[config.mk]
export PLATFORM = sky130hd
export DESIGN_NAME = paddle_motion_ctrl_flat
export DESIGN_NICKNAME = d
export VERILOG_FILES = /design/src/rtl/paddle_motion_ctrl_if.sv /design/src/rtl/paddle_motion_ctrl.sv /design/src/flat_wrapper.sv
export SDC_FILE = /design/constraint.sdc
export NUM_CORES = 1
export LEC_CHECK = 0
export ABC_AREA = 1
export CORE_ASPECT_RATIO = 1.2
export CORE_UTILIZATION = 46
export DETAILED_ROUTE_END_ITERATION = 10
export PLACE_DENSITY_LB_ADDON = 0.25
export SYNTH_ARGS = -nofsm -noshare
export SYNTH_HDL_FRONTEND = slang
export SYNTH_SLANG_ARGS = --single-unit
[constraint.sdc]
create_clock -name clock -period 2.22 [get_ports clock]
set_clock_uncertainty 0.15 [all_clocks]
set_input_delay 0.444 -clock clock [delete_from_list [all_inputs] [get_ports clock]]
set_output_delay 0.444 -clock clock [all_outputs]
set_load 0.05 [all_outputs]
[src/rtl/paddle_motion_ctrl_if.sv]
// Paddle command/plot interface: per-frame commands in, pixel stream and status out.
// The master drives commands (a command source or a bench); the slave is the paddle controller.
interface paddle_motion_ctrl_if;
    logic       frame_tick;
    logic       go;
    logic       up;
    logic       down;
    logic       speed;
    logic [6:0] y_pos;
    logic       busy;
    logic       done;
    logic       plot;
    logic [7:0] x_out;
    logic [6:0] y_out;
    logic [2:0] colour_out;
    logic       tick_overrun;

    modport master (
        output frame_tick, go, up, down, speed,
        input  y_pos, busy, done, plot, x_out, y_out, colour_out, tick_overrun
    );

    modport slave (
        input  frame_tick, go, up, down, speed,
        output y_pos, busy, done, plot, x_out, y_out, colour_out, tick_overrun
    );
endinterface

[src/rtl/paddle_motion_ctrl.sv]
// Paddle motion controller: per frame tick, erases the paddle column, moves with clamping, redraws.
// Optional acceleration after a long same-direction fast run is enabled by PADDLE_ACCEL_EN.
module paddle_motion_ctrl #(
    parameter logic [7:0]  PADDLE_X = 8'd152,
    parameter int unsigned PADDLE_H = 16,
    parameter int unsigned SCREEN_H = 120,
    parameter logic [6:0]  RESET_Y  = 7'd56,
    parameter logic [2:0]  COLOUR   = 3'b111
) (
    input logic                 clock,
    input logic                 reset,
    paddle_motion_ctrl_if.slave bus
);

    localparam logic [7:0] YMAX     = 8'(SCREEN_H - PADDLE_H);
    localparam logic [4:0] CNT_LAST = 5'(PADDLE_H - 1);

    typedef enum logic [2:0] {StIdle, StErase, StMove, StDraw, StDone} state_e;

    state_e     state_q, state_d;
    logic [4:0] cnt_q, cnt_d;
    logic [6:0] y_q, y_d;
    logic       go_q, go_d;
    logic       up_q, up_d;
    logic       down_q, down_d;
    logic       speed_q, speed_d;
    logic       overrun_q;

    logic       moving;
    logic [7:0] step;
    logic [7:0] y_ext;
    logic [7:0] y_dn;
    logic [6:0] y_next;
    logic [6:0] pix_y;

    logic       plot;
    logic [7:0] x_out;
    logic [6:0] y_out;
    logic [2:0] colour_out;
    logic       busy;
    logic       done;

    assign moving = go_q && (up_q ^ down_q);
    assign y_ext  = {1'b0, y_q};
    assign pix_y  = 7'(y_q + {2'b00, cnt_q});

`ifdef PADDLE_ACCEL_EN
    logic [3:0] run_q, run_d;
    logic       dir_q;

    // Step 3 only continues an established fast run in the same direction.
    always_comb begin
        step  = speed_q ? 8'd2 : 8'd1;
        run_d = 4'd0;
        if (moving && speed_q) begin
            if (run_q != 4'd0 && dir_q == down_q) begin
                if (run_q >= 4'd8) step = 8'd3;
                run_d = (run_q == 4'd15) ? 4'd15 : run_q + 4'd1;
            end else begin
                run_d = 4'd1;
            end
        end
    end

    always_ff @(posedge clock or posedge reset) begin
        if (reset) begin
            run_q <= 4'd0;
            dir_q <= 1'b0;
        end else if (state_q == StMove) begin
            run_q <= run_d;
            if (moving) dir_q <= down_q;
        end
    end
`else
    assign step = speed_q ? 8'd2 : 8'd1;
`endif

    // 8-bit arithmetic so the downward sum cannot wrap before clamping.
    assign y_dn = y_ext + step;

    always_comb begin
        y_next = y_q;
        if (moving) begin
            if (up_q) begin
                y_next = (y_ext < step) ? 7'd0 : 7'(y_ext - step);
            end else begin
                y_next = (y_dn > YMAX) ? 7'(YMAX) : 7'(y_dn);
            end
        end
    end

    always_ff @(posedge clock or posedge reset) begin
        if (reset) begin
            state_q <= StIdle;
            cnt_q   <= 5'd0;
            y_q     <= RESET_Y;
            go_q    <= 1'b0;
            up_q    <= 1'b0;
            down_q  <= 1'b0;
            speed_q <= 1'b0;
        end else begin
            state_q <= state_d;
            cnt_q   <= cnt_d;
            y_q     <= y_d;
            go_q    <= go_d;
            up_q    <= up_d;
            down_q  <= down_d;
            speed_q <= speed_d;
        end
    end

    always_comb begin
        state_d    = state_q;
        cnt_d      = cnt_q;
        y_d        = y_q;
        go_d       = go_q;
        up_d       = up_q;
        down_d     = down_q;
        speed_d    = speed_q;
        plot       = 1'b0;
        x_out      = 8'd0;
        y_out      = 7'd0;
        colour_out = 3'd0;
        busy       = 1'b1;
        done       = 1'b0;

        unique case (state_q)
            StIdle: begin
                busy = 1'b0;
                if (bus.frame_tick) begin
                    go_d    = bus.go;
                    up_d    = bus.up;
                    down_d  = bus.down;
                    speed_d = bus.speed;
                    cnt_d   = 5'd0;
                    state_d = StErase;
                end
            end
            StErase: begin
                plot  = 1'b1;
                x_out = PADDLE_X;
                y_out = pix_y;
                if (cnt_q == CNT_LAST) begin
                    cnt_d   = 5'd0;
                    state_d = StMove;
                end else begin
                    cnt_d = cnt_q + 5'd1;
                end
            end
            StMove: begin
                y_d     = y_next;
                state_d = StDraw;
            end
            StDraw: begin
                plot       = 1'b1;
                x_out      = PADDLE_X;
                y_out      = pix_y;
                colour_out = COLOUR;
                if (cnt_q == CNT_LAST) begin
                    cnt_d   = 5'd0;
                    state_d = StDone;
                end else begin
                    cnt_d = cnt_q + 5'd1;
                end
            end
            StDone: begin
                done    = 1'b1;
                state_d = StIdle;
            end
            default: state_d = StIdle;
        endcase
    end

    // Ticks outside IDLE are dropped but remembered until reset.
    always_ff @(posedge clock or posedge reset) begin
        if (reset) begin
            overrun_q <= 1'b0;
        end else if (bus.frame_tick && state_q != StIdle) begin
            overrun_q <= 1'b1;
        end
    end

    assign bus.y_pos        = y_q;
    assign bus.busy         = busy;
    assign bus.done         = done;
    assign bus.plot         = plot;
    assign bus.x_out        = x_out;
    assign bus.y_out        = y_out;
    assign bus.colour_out   = colour_out;
    assign bus.tick_overrun = overrun_q;

endmodule

[src/flat_wrapper.sv]
// flat-port wrapper written by rule: the top's interface ports become plain ports
module paddle_motion_ctrl_flat 
#(
    parameter logic [7:0]  PADDLE_X = 8'd152,
    parameter int unsigned PADDLE_H = 16,
    parameter int unsigned SCREEN_H = 120,
    parameter logic [6:0]  RESET_Y  = 7'd56,
    parameter logic [2:0]  COLOUR   = 3'b111
)
  (clock, reset, bus_frame_tick, bus_go, bus_up, bus_down, bus_speed, bus_y_pos, bus_busy, bus_done, bus_plot, bus_x_out, bus_y_out, bus_colour_out, bus_tick_overrun);
  paddle_motion_ctrl_if bus_i ();
  input logic clock;
  input logic reset;
  input wire logic [$bits(bus_i.frame_tick)-1:0] bus_frame_tick;
  input wire logic [$bits(bus_i.go)-1:0] bus_go;
  input wire logic [$bits(bus_i.up)-1:0] bus_up;
  input wire logic [$bits(bus_i.down)-1:0] bus_down;
  input wire logic [$bits(bus_i.speed)-1:0] bus_speed;
  output wire logic [$bits(bus_i.y_pos)-1:0] bus_y_pos;
  output wire logic [$bits(bus_i.busy)-1:0] bus_busy;
  output wire logic [$bits(bus_i.done)-1:0] bus_done;
  output wire logic [$bits(bus_i.plot)-1:0] bus_plot;
  output wire logic [$bits(bus_i.x_out)-1:0] bus_x_out;
  output wire logic [$bits(bus_i.y_out)-1:0] bus_y_out;
  output wire logic [$bits(bus_i.colour_out)-1:0] bus_colour_out;
  output wire logic [$bits(bus_i.tick_overrun)-1:0] bus_tick_overrun;
  assign bus_i.frame_tick = bus_frame_tick;
  assign bus_i.go = bus_go;
  assign bus_i.up = bus_up;
  assign bus_i.down = bus_down;
  assign bus_i.speed = bus_speed;
  assign bus_y_pos = bus_i.y_pos;
  assign bus_busy = bus_i.busy;
  assign bus_done = bus_i.done;
  assign bus_plot = bus_i.plot;
  assign bus_x_out = bus_i.x_out;
  assign bus_y_out = bus_i.y_out;
  assign bus_colour_out = bus_i.colour_out;
  assign bus_tick_overrun = bus_i.tick_overrun;
  paddle_motion_ctrl #(.PADDLE_X(PADDLE_X), .PADDLE_H(PADDLE_H), .SCREEN_H(SCREEN_H), .RESET_Y(RESET_Y), .COLOUR(COLOUR)) u_core (.clock(clock), .reset(reset), .bus(bus_i));
endmodule
==> key figures <==
CTS
  – Root buf cell: clkbuf_8
  – Clock latency on the worst-skew pair: 0.26 ns
  – Inserted Clock Buffers: 3
  – CTS tree: yes
  – Clock tree buffer depth: 2
  – Clock Pin Slew Worst Setup and Hold Paths: 0.08 ns
  – H-Tree Depth: 1
  – TritonCTS sink count: 20
  – Hold Buf Count CTS: 0

Global routing
  – GR Util All Layers: 22.3%
  – Global-route wire length before repair: 6750 µm
  – Top Usage Layer GRT: met2
  – Global route overflow: 0
  – Initial antenna violation count: 0
  – Met2 GRT Util: 42.6%
  – GRT met1 Usage: 25.8%
  – Number of global-route vias before repair: 1,533
  – Global routing usage on met3: 3.36%
  – Largest net degree at the start of global routing: 21

Yosys
  – Syn Area/Cell: 7.40 µm²
  – Fraction of synthesized area in multiplexers: 0.662%
  – Largest family of logic cells by synthesized area: simple AND/OR/NAND/NOR gates
  – Post-synthesis xor/xnor area fraction: 3.09%
  – Yosys reg bits: 20
  – Yosys cell types: 34
  – Sequential-to-total area share from yosys stat: 29.6%
  – Post-Synth Adder-Cell Area: 10.9%
  – Post-synth design cell area: 1700 µm²
  – Ys Warns: 0
  – Fraction of the mapped netlist area in simple logic gates: 28.0%
  – Compound-Gate Fraction of Synth Area: 12.9%
  – Synthesized instance count: 230

Layout
  – Final instance area: 2580 µm²
  – Commonest non-fill, non-tap cell in the layout: buf_4
  – Final Net Count: 301
  – Most frequent cells in the layout: buf_4, nand2_1, inv_1
  – Fillers: 242
  – Area Growth Syn to Fin: 51.5%
  – ANT cells: 0
  – Layout cell share with drive strength beyond 1: 44.6%
  – Final core utilization: 75.3%

Floorplanning
  – # rows: 23
  – Die Ht: 68.6 µm
  – I/O pin count: 36
  – Die area: 3950 µm²
  – Die X: 57.5 µm
  – Initial Utilization: 49.7%
  – Core area: 3420 µm²

STA
  – Fin. Hold Viols: 0
  – Tmin final: 2.49 ns
  – Setup ws final: -0.267 ns
  – RSZ-0062 raised after global routing: yes
  – Max-slew violations: 0
  – Endpoints failing setup: 7
  – Final period util: 112%
  – Max Clk Rate: 402 MHz
  – Minimum hold slack: 0.338 ns

Drt
  – Vias: 1,659
  – Vias/cell: 5.23
  – DRC: 1
  – Wire length per cell: 13.5 µm
  – DR pass1 iterations: 7
  – 1st-iter DRT viols: 77
  – Wirelength, routed: 4280 µm
  – Routed Antenna Nets: 0

Setup path
  – Reg-to-reg slack, setup: -0.04 ns
  – Crit Path Class: reg2out
  – CP startpoint kind: flip-flop
  – Critical path peak fanout: 3
  – Crit path required time: 1.63 ns
  – CP Capture Type: primary output
  – Critical path arrival: 1.89 ns

Run
  – Max cap viols: 0

Place
  – Port buffer count: 30
  – Place WS: -0.0964 ns
  – Post-DP HPWL: 3070 µm
  – Placer Congestion: 0.862
  – Cell Area, Placed: 2310 µm²

Min path
  – Hold Crit Class: reg2reg

Outcome
  – Status: finished, violations left
  – Failing checks: design-rule violations, negative setup slack
[worst max-delay path, stage by stage, from the launching register on]
cell and delay (ns):
dfrtp_1 0.42, ha_4 0.18, fa_2 0.35, nand3_2 0.08, nand2_2 0.07, nand2_2 0.08
a21oi_4 0.08, o21ai_2 0.16, a21oi_4 0.05, buf_12 0.16
[cells by family after synthesis]
logic type	Yosys count
AND/OR/NAND/NOR	101
AO/OA/AOI/OAI	39
flip-flops	20
adder cells (fa/ha/maj)	13
multiplexers	1
XOR/XNOR	6
buffers and inverters	49
other	1
[through the flow]
step / setup TNS (ns) / cells
floorplan: -0.395 / 234
global placement: -0.111 / 304
detailed placement: -0.239 / 304
CTS: -1.21 / 311
global route: -2.01 / 317
finish: -1.20 / 317
[synth_stat cells]
master / number / area share (%)
nand2_1: 41 / 9.0
a21oi_1: 25 / 7.4
inv_1: 25 / 5.5
nor2_1: 24 / 5.3
dfrtp_1: 17 / 25
nand3_1: 15 / 4.4
buf_4: 12 / 5.3
ha_1: 10 / 7.4
inv_2: 5 / 1.1
nand2_2: 5 / 1.8
nor3_1: 5 / 1.5
xor2_1: 5 / 2.6
nor2_4: 4 / 2.6
o21ai_0: 4 / 1.2
buf_2: 3 / 0.88
dfstp_2: 3 / 4.6
fa_1: 3 / 3.5
a21o_1: 2 / 0.88
a21oi_2: 2 / 1.0
buf_6: 2 / 1.3
clkinv_1: 2 / 0.44
nand4_1: 2 / 0.74
nor3_2: 2 / 1.2
o21ai_1: 2 / 0.59
a32o_1: 1 / 0.59
conb_1: 1 / 0.22
mux2_2: 1 / 0.66
nand3_2: 1 / 0.59
nand3b_1: 1 / 0.44
nor4_1: 1 / 0.37
o21ai_2: 1 / 0.51
o22ai_1: 1 / 0.37
o31ai_1: 1 / 0.44
xnor2_1: 1 / 0.51
[layer usage]
metal | wire length, µm | share of wire [%] | vias to the layer above
met5 | 0 | 0 | -
met4 | 0 | 0 | 0
met3 | 141 | 3.3 | 0
met2 | 2400 | 56 | 41
met1 | 1730 | 41 | 797
li1 | - | - | 821
[path summary, 6_finish.rpt]
path	cells past startpoint	end	startpoint
max	9	bus_y_out[6]	u_core.cnt_q[0]
min	1	u_core.bus.tick_overrun	u_core.bus.tick_overrun
max reg2reg	13	u_core.bus.y_pos[3]	u_core.bus.y_pos[0]
min reg2reg	1	u_core.bus.tick_overrun	u_core.bus.tick_overrun
max in group asynchronous	3	u_core.bus.y_pos[4]	reset
min in group asynchronous	3	u_core.go_q	reset
[area by class of cell]
cell class | count | area [µm²] | share of cell area (%)
flip-flops and latches | 20 | 509 | 19.8
well taps | 37 | 46.3 | 1.80
multi-input cells | 165 | 1180 | 45.9
repair buffers | 59 | 664 | 25.8
clock buffers | 4 | 55.1 | 2.14
inverters | 32 | 120 | 4.66
[state kept, by name, indices dropped and copies added (netlist names)]
signal,flops
u_core.up_q,1
u_core.state_q,3
u_core.bus.y_pos,7
u_core.bus.tick_overrun,1
u_core.speed_q,1
u_core.cnt_q,5
u_core.down_q,1
u_core.go_q,1
[timing repair]
action                     in CTS  in global routing
setup endpoints to repair      11                 13
gates resized for setup        15                 23
pin swaps                       8                  7
setup buffers                   3                  7
Power is not shown: default switching activity piles up to over one toggle a cycle in this logic, so the estimate is an artifact.
